`config.mk`:
```
export PLATFORM = sky130hd
export DESIGN_NAME = pulse_level_gen
export DESIGN_NICKNAME = d
export VERILOG_FILES = /design/src/rtl/plg_pkg.sv /design/src/rtl/sat_updown_cnt.sv /design/src/rtl/pulse_level_gen.sv
export SDC_FILE = /design/constraint.sdc
export NUM_CORES = 1
export LEC_CHECK = 0
export CORE_AREA = 2 2 39 41
export CTS_CLUSTER_DIAMETER = 50
export DETAILED_ROUTE_END_ITERATION = 8
export DIE_AREA = 0 0 41 43
export PLACE_DENSITY = 0.82
export REMOVE_ABC_BUFFERS = 1
export SKIP_CTS_REPAIR_TIMING = 1
export SLEW_MARGIN = 30
export SYNTH_ARGS = -nofsm -noshare
export SYNTH_HDL_FRONTEND = slang
export SYNTH_SLANG_ARGS = --single-unit
```
`constraint.sdc`:
```
create_clock -name clk -period 1.9 [get_ports clk]
set_input_delay 0.475 -clock clk [delete_from_list [all_inputs] [get_ports clk]]
set_output_delay 0.475 -clock clk [all_outputs]
set_load 0.02 [all_outputs]
```
`src/rtl/plg_pkg.sv`:
```
// Shared definitions for the pulse-to-level generator.
// Contents:
//   plg_state_t : window FSM state (IDLE, HIGH, GAP)
//   max_int     : elaboration-time helper used to size the window counter
package plg_pkg;

  typedef enum logic [1:0] {
    IDLE = 2'd0,
    HIGH = 2'd1,
    GAP  = 2'd2
  } plg_state_t;

  function automatic int max_int(input int a, input int b);
    return (a > b) ? a : b;
  endfunction

endpackage

```
`src/rtl/sat_updown_cnt.sv`:
```
// Saturating up/down counter used to hold the number of queued requests.
// Ports:
//   clk, rst_n : clock, synchronous active-low reset
//   inc, dec   : increment / decrement requests for this cycle
//   count      : registered count
//   sat        : count is at its maximum (2^W-1)
//   drop       : an increment was refused because the count is saturated
//   cancel     : inc and dec arrived together and cancelled out
module sat_updown_cnt #(
  parameter int W = 3
) (
  input  logic         clk,
  input  logic         rst_n,
  input  logic         inc,
  input  logic         dec,
  output logic [W-1:0] count,
  output logic         sat,
  output logic         drop,
  output logic         cancel
);

  localparam logic [W-1:0] MAX_COUNT = '1;

  logic [W-1:0] count_q;
  logic [W-1:0] count_d;

  assign count  = count_q;
  assign sat    = (count_q == MAX_COUNT);
  // A simultaneous dec frees a slot, so inc&dec never drops even when full.
  assign cancel = inc & dec;
  assign drop   = inc & ~dec & sat;

  always_comb begin
    count_d = count_q;
    if (inc && !dec && !sat) begin
      count_d = count_q + 1'b1;
    end else if (dec && !inc && (count_q != '0)) begin
      count_d = count_q - 1'b1;
    end
  end

  always_ff @(posedge clk) begin
    if (!rst_n) begin
      count_q <= '0;
    end else begin
      count_q <= count_d;
    end
  end

endmodule

```
`src/rtl/pulse_level_gen.sv`:
```
// Converts single-cycle request pulses into level windows: each accepted
// request gives HIGH_CYCLES of level_out=1 followed by at least LOW_CYCLES
// of level_out=0. Requests arriving while a window or gap is running are
// queued in a saturating counter and replayed back-to-back.
// Handshake: there is no back-pressure. A request is accepted whenever
// pulse_in & en is high at a rising clk edge; it is either started at once
// (IDLE), queued (HIGH/GAP), or dropped with overflow set (queue full).
// Ports:
//   clk, rst_n : clock, synchronous active-low reset
//   pulse_in   : single-cycle request
//   en         : accept enable (does not affect queued/in-flight work)
//   clr_ovf    : clears the sticky overflow flag (a new overflow wins)
//   level_out  : generated level, registered
//   busy       : FSM is not IDLE
//   pending    : queued requests not yet served
//   overflow   : sticky, a request was dropped because pending was full
module pulse_level_gen
  import plg_pkg::*;
#(
  parameter int HIGH_CYCLES = 4,
  parameter int LOW_CYCLES  = 2,
  parameter int PEND_W      = 3
) (
  input  logic              clk,
  input  logic              rst_n,
  input  logic              pulse_in,
  input  logic              en,
  input  logic              clr_ovf,
  output logic              level_out,
  output logic              busy,
  output logic [PEND_W-1:0] pending,
  output logic              overflow
);

  localparam int CW = $clog2(max_int(HIGH_CYCLES, LOW_CYCLES) + 1);
  localparam logic [CW-1:0] HIGH_LOAD = CW'(HIGH_CYCLES - 1);
  localparam logic [CW-1:0] GAP_LOAD  = CW'(LOW_CYCLES - 1);

  // Debug view of the window machinery for bound checkers.
  typedef struct packed {
    plg_state_t    state;
    logic [CW-1:0] cnt;
    logic          pend_sat;
    logic          pend_cancel;
  } plg_dbg_t;

  plg_state_t    state_q, state_d;
  logic [CW-1:0] cnt_q, cnt_d;
  logic          level_q, level_d;
  logic          ovf_q, ovf_d;

  logic accept;
  logic last_gap;
  logic has_pend;
  logic pend_inc, pend_dec;
  logic pend_sat, pend_drop, pend_cancel;
  plg_dbg_t dbg;

  assign accept   = pulse_in & en;
  assign last_gap = (state_q == GAP) && (cnt_q == '0);
  assign has_pend = (pending != '0);

  // On the last gap cycle with an empty queue a new request starts the next
  // window directly instead of passing through the queue.
  assign pend_inc = accept && (state_q != IDLE) && !(last_gap && !has_pend);
  assign pend_dec = last_gap && has_pend;

  sat_updown_cnt #(
    .W (PEND_W)
  ) u_pend_cnt (
    .clk    (clk),
    .rst_n  (rst_n),
    .inc    (pend_inc),
    .dec    (pend_dec),
    .count  (pending),
    .sat    (pend_sat),
    .drop   (pend_drop),
    .cancel (pend_cancel)
  );

  assign dbg = '{state: state_q, cnt: cnt_q, pend_sat: pend_sat, pend_cancel: pend_cancel};

  always_comb begin
    state_d = state_q;
    cnt_d   = cnt_q;
    level_d = level_q;
    ovf_d   = ovf_q;

    case (state_q)
      IDLE: begin
        if (accept) begin
          state_d = HIGH;
          cnt_d   = HIGH_LOAD;
          level_d = 1'b1;
        end
      end
      HIGH: begin
        if (cnt_q == '0) begin
          state_d = GAP;
          cnt_d   = GAP_LOAD;
          level_d = 1'b0;
        end else begin
          cnt_d = cnt_q - 1'b1;
        end
      end
      GAP: begin
        if (cnt_q == '0) begin
          if (has_pend || accept) begin
            state_d = HIGH;
            cnt_d   = HIGH_LOAD;
            level_d = 1'b1;
          end else begin
            state_d = IDLE;
            level_d = 1'b0;
          end
        end else begin
          cnt_d = cnt_q - 1'b1;
        end
      end
      default: begin
        state_d = IDLE;
        cnt_d   = '0;
        level_d = 1'b0;
      end
    endcase

    // Set has priority over clear.
    if (pend_drop) begin
      ovf_d = 1'b1;
    end else if (clr_ovf) begin
      ovf_d = 1'b0;
    end
  end

  always_ff @(posedge clk) begin
    if (!rst_n) begin
      state_q <= IDLE;
      cnt_q   <= '0;
      level_q <= 1'b0;
      ovf_q   <= 1'b0;
    end else begin
      state_q <= state_d;
      cnt_q   <= cnt_d;
      level_q <= level_d;
      ovf_q   <= ovf_d;
    end
  end

  assign level_out = level_q;
  assign busy      = (state_q != IDLE);
  assign overflow  = ovf_q;

endmodule

```
After elaboration in Yosys (flattened, before gate mapping)
Index checks and enable logic that the tools add are counted.
Word-level totals
  input port bits: 5
  memory bits (writable): 0
  output and inout bits: 6
  memory bits (read-only): 0
  register bits: 10
  latch bits: 0
  memories kept: 0
Cells by class
  bitwise gates (word level): 4
  magnitude comparators: 0
  multiplexer cells: 19
  divide/modulo/power cells: 0
  reductions and logical operators: 23
  shift operators: 0
  add/subtract/negate cells: 3
  equal/unequal tests: 7
  $mul: 0
Operators with widths (count)
  3-bit 2-to-1 mux: 6
  1-bit logical AND: 9
  3-bit case mux with 3 select lines: 1
  1-bit 2-to-1 mux: 7
  2-bit 2-to-1 mux: 3
  2-bit case mux with 3 select lines: 1
  2-bit nonzero test: 3
  3-bit by 1-bit subtractor with 3-bit output (second input constant): 2
  1-bit logical NOT: 5
  2-bit inequality test (second input constant): 2
  3-bit by 1-bit adder with 3-bit output (second input constant): 1
  1-bit bitwise AND: 3
  3-bit == test (second input constant): 1
  3-bit logical NOT: 1
  3-bit by 2-bit inequality test with 1-bit output (second input constant): 1
  1-bit case mux with 3 select lines: 1
  3-bit AND reduction: 1
  3-bit nonzero test: 1
  2-bit by 1-bit == test with 1-bit output (second input constant): 1
  2-bit == test (second input constant): 1
  2-bit logical NOT: 1
  2-bit by 1-bit inequality test with 1-bit output (second input constant): 1
  2-bit AND reduction: 1
  1-bit logical OR: 1
  1-bit NOT: 1

Depth between registers and ports, before layout
  depth in word-level cells: 10
  mapped depth: 6

By module
From an unflattened synthesis, not the netlist that was laid out.
Unflattened totals
  cell total of the unflattened synthesis: 88
  area, all modules: 718.2 sq um
By module, submodules not included
  pulse_level_gen: seq. area each 140.1 sq um, area an instance 452.9 sq um, instances 1, cells each 55
  sat_updown_cnt: seq. area each 60.1 sq um, area an instance 265.3 sq um, instances 1, cells each 33

Least setup slack after synthesis
No wires, ideal clock.
  path kind: input-to-reg
  start: in pulse_in
  end: reg u_pend_cnt.count_q[2], in the netlist u_pend_cnt.count[2]
  setup slack: 0.190 ns
  stages on the path: 5
  required time: 1.828 ns
  library setup time: 0.072 ns
  arrival: 1.638 ns
  cell sequence: and2_0 o211ai_4 fa_1 mux2i_1 mux2i_1
On the way
  word-level cells in the longest chain between the ends: 7
  elaborated cells on any way between the ends: 10
  classes of those cells: mux (1); bitwise (1); reduce/logical (8)
RTL lines
  from (decl): RTL line pulse_level_gen.sv:26  | input logic pulse_in,
  1-bit bitwise AND *: RTL line pulse_level_gen.sv:59  | assign accept = pulse_in & en;
  1-bit logical AND * (2 in a row): RTL line pulse_level_gen.sv:65  | assign pend_inc = accept && (state_q != IDLE) && !(last_gap && !has_pend);
  1-bit logical NOT: RTL line sat_updown_cnt.sv:37  | end else if (dec && !inc && (count_q != '0)) begin
  1-bit logical AND (2 in a row): RTL line sat_updown_cnt.sv:37
  2-bit nonzero test (no line)
  to (signal assigned): RTL line sat_updown_cnt.sv:46  | count_q <= count_d;
  to (decl): RTL line sat_updown_cnt.sv:24  | logic [W-1:0] count_q;
Every way passes the cells marked *; elsewhere a longest branch is shown, timed or not.
A chain may end at the register's enable or synchronous reset.

Final worst setup path
  start: reg u_pend_cnt.count_q[1], in the netlist u_pend_cnt.count[1]
  end: out pending[1]
RTL lines
  to (decl): RTL line pulse_level_gen.sv:31  | output logic [PEND_W-1:0] pending,
No word-level cell between the ends.

==> impl_metrics.csv <==
group,metric,value,unit
clocking,cts_tree,"built",
grt,first_global_vias,532,
sta,min_period,1810,ps
sta,max_slew_margin,83.9,%
floorplanning,core_area,0.00138,mm²
sta,final.setup_skew,8.34,ps
finish,fillCellCount,121,
placement,placed_cells,102,
detailed_routing,drt_first_pass_iters,4,
power_and_ir_drop,ir_drop,0.000633,V
critical_path,cpPeakStageDelay,640,ps
critical_path,crit_type,"reg2out",
floorplanning,ios,11,
clocking,htree_levels,1,
grt,antenna_found_initial,0,
floorplanning,dieArea,0.00176,mm²
critical_path,end_kind,"primary output",
detailed_routing,wl_per_cell,13.8,µm
clocking,clock-sinks,10,
finish,fin_nets,97,
worst_hold_path,hold_path_class,"reg2reg",
critical_path,crit_path_start,"u_pend_cnt.count[1]$_SDFFE_PN0P_",
power_and_ir_drop,p_sw_share,34.1,%
critical_path,r2r_slack,280,ps
power_and_ir_drop,switchingPower,249,µW
critical_path,cp_cell_sequence,"clkdlybuf4s50_1",
logic_synthesis,ys.flop_type,"dfxtp_1",
logic_synthesis,async_flop_share,0,%
logic_synthesis,ys_seq_area_share,32.4,%
clocking,cts_buffers,3,
detailed_routing,viasPerCell,5.64,
sta,finalSetupViolations,0,
floorplanning,dieHeight,43,µm
critical_path,critPathMaxFanout,5,
run,maxCapViolations,0,
floorplanning,rows,14,
finish,stdcell_count,106,
grt,grt_max_degree,15,
detailed_routing,drc_errors,0,
placement,gp_congestion,0.828,
sta,fin_tns_setup,0,ps
power_and_ir_drop,clkPwrFrac,27.4,%
logic_synthesis,synth_cell_types,35,
logic_synthesis,synth.largest_area_cell,"dfxtp_1",
clocking,cts_root_buffer,"clkbuf_4",
clocking,clock_latency,270,ps
sta,worst_pin_slew,241,ps
floorplanning,initial_utilization,44.7,%
detailed_routing,vias,598,
sta,max_freq,0.552,GHz
critical_path,critPathBufInv,1,
detailed_routing,drt_wl_total,1460,µm
power_and_ir_drop,seqPwrFrac,35.9,%
detailed_routing,ant_nets,0,
critical_path,cp_num_cells,1,
logic_synthesis,synth_seq_cells,10,
placement,place_hpwl,1070,µm
critical_path,regToRegStartpoint,"cnt_q[1]$_SDFFE_PN0P_",
logic_synthesis,synth_edf_count,0,
critical_path,crit_path_top_delay_cell,"clkdlybuf4s50_1",
power_and_ir_drop,power.density,892,mW/mm²
critical_path,critPathTopFamily,"buffers and inverters",
floorplanning,die_w,41,µm
sta,hold_viol,0,
finish,diodes,0,
logic_synthesis,synthTopCellsByCount,"10 x dfxtp_1, 8 x nand2_1, 6 x nor2_1, 4 x a21oi_1, 4 x o21a_1",
power_and_ir_drop,p_comb_share,36.7,%
logic_synthesis,syn-cell-area,618,µm²
detailed_routing,drt_iter0_markers,17,
logic_synthesis,yosysWarnings,0,
critical_path,reg2reg_depth,5,
placement,dp_worst_setup_slack,-243,ps
clocking,clockBufferDepth,2,
logic_synthesis,synth.most_common_cell,"dfxtp_1",
critical_path,reg2reg_to,"u_pend_cnt.count[2]$_SDFFE_PN0P_",
finish,drive_gt1_share,21.1,%
logic_synthesis,synth_cells,72,
sta,slew_violations,0,
grt,grt_pass1_wl,2380,µm
critical_path,arrival,1340,ps
sta,rsz0062_at_grt,"false",
sta,worst_slack,89.6,ps
finish,areaGrowthSynthToFinish,32.4,%
power_and_ir_drop,finalPower,730,µW
logic_synthesis,syn_area_per_cell,8.58,µm²
grt,gr-total-overflow,0,
run_status,status,"completed",
logic_synthesis,synth_area_leaders,"dfxtp_1 32%, mux2i_1 4.9%, nand2_1 4.9%",
power_and_ir_drop,cellLeakagePower,0.000359,µW
placement,io_buffers,10,
critical_path,worstSetupStartpointType,"register",
sta,finalCritPeriodShare,95.3,%
critical_path,crit_end,"pending[1]",
logic_synthesis,yosysTopAreaCellShare,32.4,%
power_and_ir_drop,internal-power,481,µW
grt,grt_util_all_layers,20.1,%
critical_path,cp_data_required_time,1420,ps
clocking,path_clk_slew,80,ps
## cell families (layout without fill, tap and decap cells)
group,Yosys count,after routing,synth area share (%)
XOR/XNOR,2,2,2.83
buffers and inverters,7,25,5.87
multiplexers,3,3,4.86
adder cells (fa/ha/maj),2,2,4.86
AND/OR/NAND/NOR,27,27,23.5
AO/OA/AOI/OAI,21,21,25.7
flip-flops,10,10,32.4
## layer usage
layer  track usage, %  part of all wire, %
met1             25.3                   46
met5                0                    0
met4             10.0                 0.89
met3             4.71                  1.6
met2             30.6                   51
## power by group through the flow
stage | Sequential, µW | Clock [µW] | Combinational, µW
6_report | 262 | 200 | 268
5_1_grt | 266 | 211 | 290
4_1_cts | 261 | 204 | 266
3_5_place_dp | 266 | 0 | 265
3_3_place_gp | 264 | 0 | 257
2_1_floorplan | 293 | 0 | 140
## area by class of cell
class | instances | area, µm² | share of cell area, %
multi-input cells | 55 | 384 | 46.9
flip-flops and latches | 10 | 201 | 24.6
repair buffers | 18 | 165 | 20.2
clock buffers | 4 | 36.3 | 4.43
well taps | 16 | 20.0 | 2.45
inverters | 3 | 11.3 | 1.38
## metrics by stage
step | utilization, % | hold WS [ps] | cell area, µm²
2_1_floorplan | - | 525 | 593
3_3_place_gp | 55.9 | 481 | 773
3_5_place_dp | 55.9 | 504 | 773
4_1_cts | 58.5 | 515 | 810
5_1_grt | 59.1 | 550 | 818
6_report | 59.1 | 514 | 818
## worst min path at each step
stage | to | from | slack (ps) | cells past startpoint
3_3_place_gp | u_pend_cnt.count[2]$_SDFFE_PN0P_ | u_pend_cnt.count[2]$_SDFFE_PN0P_ | 480 | 2
5_1_grt | u_pend_cnt.count[2]$_SDFFE_PN0P_ | u_pend_cnt.count[2]$_SDFFE_PN0P_ | 550 | 2
6_report | u_pend_cnt.count[2]$_SDFFE_PN0P_ | u_pend_cnt.count[2]$_SDFFE_PN0P_ | 510 | 2
2_1_floorplan | cnt_q[2]$_SDFFE_PN0P_ | cnt_q[2]$_SDFFE_PN0P_ | 520 | 1
3_5_place_dp | u_pend_cnt.count[2]$_SDFFE_PN0P_ | u_pend_cnt.count[2]$_SDFFE_PN0P_ | 500 | 2
4_1_cts | u_pend_cnt.count[2]$_SDFFE_PN0P_ | u_pend_cnt.count[2]$_SDFFE_PN0P_ | 520 | 2
## cell usage in the layout, fill, tap and decap left out, types with 3 or more instances in the layout
cell and count:
mux2i_1 3, inv_1 3, clkbuf_4 3, nor2_1 6
clkdlybuf4s50_1 8, a21oi_1 4, o21ai_0 3, o21a_1 4
buf_4 8, dfxtp_1 9, nand2_1 8
## sequential cells by signal (all words and copies together) (netlist names)
signal	count
cnt_q	3
level_out	1
overflow	1
state_q	2
u_pend_cnt.count	3
Note: power is estimated with default switching activity, not from simulation.
